**src/rtl/clockdiv_pkg.sv**
```systemverilog
// Shared constants and helpers for the stopwatch clock divider.
package clockdiv_pkg;

    localparam int unsigned CLK_IN_HZ  = 50_000_000;
    localparam int unsigned CLK_OUT_HZ = 100;

    // Input cycles per output half period; zero flags an unusable ratio.
    function automatic int unsigned half_count(input int unsigned in_hz,
                                               input int unsigned out_hz);
        if (out_hz == 0) begin
            return 0;
        end
        return in_hz / (2 * out_hz);
    endfunction

endpackage

```
**src/rtl/clockdiv_modcounter.sv**
```systemverilog
// Modulo-MOD counter: counts 0..MOD-1 and flags the terminal value on wrap.
module clockdiv_modcounter #(
    parameter int unsigned MOD = 2,
    parameter int unsigned W   = 1
) (
    input  logic         clk,
    input  logic         reset,
    output logic [W-1:0] cnt,
    output logic         wrap
);

    // Terminal-count decode of the registered count.
    assign wrap = (cnt == W'(MOD - 1));

    // Count up, returning to zero after the terminal value.
    always_ff @(posedge clk or posedge reset) begin
        if (reset) begin
            cnt <= '0;
        end else if (wrap) begin
            cnt <= '0;
        end else begin
            cnt <= cnt + W'(1);
        end
    end

endmodule

```
**src/rtl/clock_divider.sv**
```systemverilog
// 50 %-duty clock divider producing the stopwatch 100 Hz time base.
// Optional feature: define CLOCKDIV_TICK_EN to add a one-cycle 'tick'
// output that pulses with each rising edge of CLK_100Hz.
module clock_divider
    import clockdiv_pkg::*;
#(
    parameter int unsigned IN_HZ  = CLK_IN_HZ,
    parameter int unsigned OUT_HZ = CLK_OUT_HZ
) (
    input  logic CLK_50MHz,
    input  logic reset,
`ifdef CLOCKDIV_TICK_EN
    output logic tick,
`endif
    output logic CLK_100Hz
);

    localparam int unsigned HALF = half_count(IN_HZ, OUT_HZ);
    localparam int unsigned CW   = (HALF > 1) ? $clog2(HALF) : 1;

    // Reject frequency ratios that cannot give an exact 50 % duty cycle.
    if (OUT_HZ == 0) begin : g_bad_out_hz
        $error("clock_divider: OUT_HZ must be nonzero");
    end else if ((IN_HZ % (2 * OUT_HZ)) != 0) begin : g_bad_ratio
        $error("clock_divider: IN_HZ must be a multiple of 2*OUT_HZ");
    end
    if (HALF < 1) begin : g_bad_half
        $error("clock_divider: half period must be at least one cycle");
    end

    logic [CW-1:0] count;
    logic          wrap;
    logic          out_q;

    clockdiv_modcounter #(
        .MOD (HALF),
        .W   (CW)
    ) u_modcounter (
        .clk   (CLK_50MHz),
        .reset (reset),
        .cnt   (count),
        .wrap  (wrap)
    );

    // Toggle the output at the end of every half period.
    always_ff @(posedge CLK_50MHz or posedge reset) begin
        if (reset) begin
            out_q <= 1'b0;
        end else if (wrap) begin
            out_q <= ~out_q;
        end
    end

    assign CLK_100Hz = out_q;

`ifdef CLOCKDIV_TICK_EN
    logic tick_q;

    // Pulse alongside the 0->1 toggle so consumers stay in the fast domain.
    always_ff @(posedge CLK_50MHz or posedge reset) begin
        if (reset) begin
            tick_q <= 1'b0;
        end else begin
            tick_q <= wrap & ~out_q;
        end
    end

    assign tick = tick_q;
`endif

    // The counter must never reach HALF.
    count_in_range: assert property (@(posedge CLK_50MHz) disable iff (reset)
                                     32'(count) < HALF);

endmodule

```
**config.mk**
```make
export PLATFORM = sky130hd
export DESIGN_NAME = clock_divider
export DESIGN_NICKNAME = d
export VERILOG_FILES = /design/src/rtl/clockdiv_pkg.sv /design/src/rtl/clockdiv_modcounter.sv /design/src/rtl/clock_divider.sv
export SDC_FILE = /design/constraint.sdc
export NUM_CORES = 1
export LEC_CHECK = 0
export CAP_MARGIN = 0
export CORE_UTILIZATION = 57
export CTS_CLUSTER_DIAMETER = 80
export DETAILED_ROUTE_END_ITERATION = 6
export GPL_TIMING_DRIVEN = 0
export PLACE_DENSITY = 0.73
export RECOVER_POWER = 50
export SETUP_SLACK_MARGIN = 0.4
export SLEW_MARGIN = 20
export SYNTH_ARGS = -nofsm -noshare
export SYNTH_HDL_FRONTEND = slang
export SYNTH_SLANG_ARGS = --single-unit
```
**constraint.sdc**
```tcl
create_clock -name CLK_50MHz -period 2.4 [get_ports CLK_50MHz]
set_clock_uncertainty 0.2 [all_clocks]
set_input_delay 0.48 -clock CLK_50MHz [delete_from_list [all_inputs] [get_ports CLK_50MHz]]
set_output_delay 0.48 -clock CLK_50MHz [all_outputs]
set_load 0.005 [all_outputs]
```
== Word level (Yosys, flattened, before mapping) ==
Cells that the tools add are included.
Word-level totals
  register bits: 19
  input bits: 2
  output and inout bits: 1
  logic and storage cells: 6
Cells by class
  add/sub/neg operators: 1
  equality and inequality tests: 1
  muxes and demuxes: 1
  bitwise logic cells: 1
Operators with widths (count)
  adder 18 x 1 -> 18 bit, second input constant: 1
  == test 18 bit, second input constant: 1
  two-way mux 18 bit: 1
  NOT 1 bit: 1

== Depth between registers and ports, before layout ==
  word-level depth: 2
  depth in mapped cells: 6
  depth with buffers taken out: 5

== Modules after synthesis ==
A second synthesis with hierarchy kept.
Unflattened totals
  cell total of the unflattened synthesis: 85
  area, all modules: 923.4 um^2
By module, submodules not included
  clockdiv_modcounter: instances 1, cells each 82, area an instance 885.8 um^2
  clock_divider: instances 1, cells each 3, area an instance 37.5 um^2

== Worst setup path after synthesis ==
Ideal clock, no wire load.
  path type: flip-flop to flip-flop
  start point: reg u_modcounter.cnt[4]
  end point: reg out_q (netlist: CLK_100Hz)
  data arrival time: 1.794 ns
  required time: 2.125 ns
  path slack: 0.330 ns
  stages on the path, launching flop included: 6
  buffers on the path: 1
  clock period less this slack: 2.070 ns
  path through: dfrtp_1 -> or4b_1 -> or3_1 -> nor4_2 -> buf_4 -> xor2_2
On the way
  word-level cells in the longest chain between the ends: 1
Ends and longest elaborated chain
  start, declared: line clockdiv_modcounter.sv:8  | output logic [W-1:0] cnt,
  start signal, assigned: line clockdiv_modcounter.sv:22  | cnt <= cnt + W'(1);
  == test 18 bit: line clockdiv_modcounter.sv:13  | assign wrap = (cnt == W'(MOD - 1));
  end signal, assigned: line clock_divider.sv:50  | out_q <= ~out_q;
  end, declared: line clock_divider.sv:33  | logic out_q;
Every way passes these cells.
A chain may end at the register's enable or synchronous reset.

== Final worst setup path ==
  start point: reg u_modcounter.cnt[4]
  end point: reg u_modcounter.cnt[12]
On the way
  word-level cells in the longest chain between the ends: 2
  elaborated cells between the ends (all ways): 3
Ends and longest elaborated chain
  adder 18 x 1 -> 18 bit or == test 18 bit (tied branches): line clockdiv_modcounter.sv:22, clockdiv_modcounter.sv:13
  two-way mux 18 bit (*): line clockdiv_modcounter.sv:19  | end else if (wrap) begin
Every way passes the cells marked *; elsewhere a longest branch is shown, timed or not.

==> results.ini <==
[outcome]
status = finished, final reports clean

[placed_design]
placedInstanceArea_sq_um = 917
portBuffers = 2
place_congestion = 0.761
dp_hpwl_microns = 995

[final_layout]
nFillCells = 101
area_delta_synth_final_pct = 15.8
drive_gt1_frac = 0.194
fin_area_sq_um = 1020
nNetsFinal = 97
antennaDiodeCount = 0

[yosys]
synth_area_leaders = dfrtp_1 54%, xnor2_1 9.0%, xor2_1 5.0%, nor2_1 4.7%, nand3_1 4.6%
yosysMostFrequentCell = dfrtp_1
synth_edf_count = 0
syn_area_sq_um = 878
yosysUniqueCellTypes = 22
synth-seq-cells = 19
synthTopCellsByCount = 19 x dfrtp_1, 11 x nor2_1, 9 x xnor2_1
yosys.area.top_type = dfrtp_1
synth.avg_cell_area_sq_um = 10.7
synth_ff_type = dfrtp_1
yosysTopAreaCellShare = 0.541
syn-num-nets = 85
syn_inst = 82
seq_area_frac_synth = 0.541
async_reset_ff_frac = 1.00
yosysWarnings = 0

[critical_path]
critPathMaxFanout = 5
rr_worst_depth = 5
arrival_ns = 2.10
cp-end-kind = flip-flop
crit_type = reg2reg
critPathRequiredTime_ns = 2.40
crit_path_start_kind = flip-flop

[route]
wl_mm = 1.64
wl_per_cell_microns = 15.2
first_pass_iters = 4
drc = 0
antenna_left = 0
vias_per_cell = 5.70
dr.first_iter.drc_count = 10
via_count = 616

[global_routing]
antenna_found_initial = 0
grt_start_max_net_pins = 20
grt.total_usage = 0.233
grt_pass1_vias = 525
gr-total-overflow = 0
grt_pass1_wl_mm = 2.42

[timing]
finalSetupViolCount = 0
setup-tns-final_ns = 0
min_period_over_period = 0.876
relSlewSlack = 0.534
worst_slew_pin_slew_ns = 0.698
fmax_mhz = 476
hold_violations = 0
finalMaxSlewViolations = 0
grt_setup_unrepaired = true
fin_crit_ns = 2.10

[power_and_ir_drop]
max-vdd-ir-drop_mv = 0.319
total_power_mw = 0.493
p_leak_nw = 0.439
power.density_nw_per_um2 = 484

[die]
initial_core_util = 0.643
ioPinCount = 3
rows = 13
die-area_sq_um = 1700
core_area_sq_um = 1370
fp.dieH_microns = 41.3
fp.dieW_microns = 41.3

[clock_network]
cts_sinks = 19
root_buffer = clkbuf_4
clkTransAtPathRegs_ns = 0.10
cts_htree_levels = 1
clock_latency_ns = 0.31
clockBufferDepth = 2
cts_tree = built
cts-buffers-inserted = 3

[min_path]
hold_class = reg2reg
whs_path_depth = 1

[job]
max_cap_violations = 0

## power by group
group	internal (mW)	total, mW	leakage, nW	switching (mW)
Combinational	0.00118	0.00713	0.173	0.00595
Clock	0.0650	0.165	0.0150	0.100
Sequential	0.320	0.320	0.251	0
Total	0.386	0.493	0.439	0.106
## cell usage in the layout (no fill, tap or decap), types with 3 or more instances in the layout
cell type	Yosys	final
nand2_1	3	3
nor2_1	11	9
nand3_1	8	8
nand4_1	5	5
xnor2_1	9	9
xor2_1	5	5
inv_1	4	4
buf_4	1	5
dfrtp_1	19	19
clkbuf_4	0	3
## timing repair
item                       CTS  global route
gates resized for setup      3             7
setup endpoints to repair   10            11
cloned                       1             0
buffers inserted             3             1
pin swaps                    1             1
hold buffers                 0             0
## flip-flops by register name (all words and copies together) (netlist names)
signal and flops:
CLK_100Hz 1, u_modcounter.cnt 18
## worst max-delay path, stage by stage (launching register included)
cell and delay [ns]:
dfrtp_1 0.40, or4b_1 0.53, or3_4 0.35, nor4_4 0.24, buf_4 0.22, nor2_2 0.05
## cells by family (layout without fill, tap and decap cells)
| family | after synthesis | in the layout | share of synthesized area |
|---|---|---|---|
| xor gates and xnor gates | 15 | 15 | 0.158 |
| buffers and inverters | 5 | 16 | 0.0256 |
| and+or+nand+nor | 38 | 38 | 0.231 |
| AOI/OAI and AO/OA | 4 | 4 | 0.0299 |
| DFF | 19 | 19 | 0.541 |
| adders and majority gates | 1 | 1 | 0.0142 |
## cell type report
type                            count  area [sq um]  share of cell area
Clock buffer                        4          26.3              0.0258
Sequential cell                    19           475               0.467
Buffer                              1          11.3              0.0111
Tap cell                           15          18.8              0.0185
Multi-Input combinational cell     58           413               0.406
Inverter                            4          15.0              0.0148
Timing Repair Buffer                7          57.6              0.0566
## per-stage QoR
step / util / std cells / setup WS (ns) / hold slack [ns]
6_report: 0.745 / 108 / 0.299 / 0.292
5_1_grt: 0.745 / 108 / 0.250 / 0.317
4_1_cts: 0.721 / 107 / 0.332 / 0.296
3_5_place_dp: 0.671 / 99 / 0.324 / 0.284
3_3_place_gp: 0.671 / 99 / 0.300 / 0.274
2_1_floorplan: - / 82 / 0.440 / 0.231
## per-layer routing
| layer | up-vias | GRT usage | routed length (microns) |
|---|---|---|---|
| li1 | 306 | - | - |
| met4 | 0 | 0.0968 | 31 |
| met2 | 8 | 0.340 | 779 |
| met3 | 3 | 0.0815 | 45 |
| met1 | 299 | 0.313 | 783 |
| met5 | - | 0 | 0 |
## worst paths after layout
check,start,end,slack (ns)
min in group asynchronous,reset,CLK_100Hz$_DFFE_PP0N_,0.51
hold reg to reg,u_modcounter.cnt[0]$_DFF_PP0_,u_modcounter.cnt[0]$_DFF_PP0_,0.29
setup reg to reg,u_modcounter.cnt[4]$_DFF_PP0_,u_modcounter.cnt[12]$_DFF_PP0_,0.30
setup / recovery,u_modcounter.cnt[4]$_DFF_PP0_,u_modcounter.cnt[12]$_DFF_PP0_,0.30
max in group asynchronous,reset,u_modcounter.cnt[17]$_DFF_PP0_,1.05
hold / removal,u_modcounter.cnt[0]$_DFF_PP0_,u_modcounter.cnt[0]$_DFF_PP0_,0.29
Power figures use the tool's default switching activity.
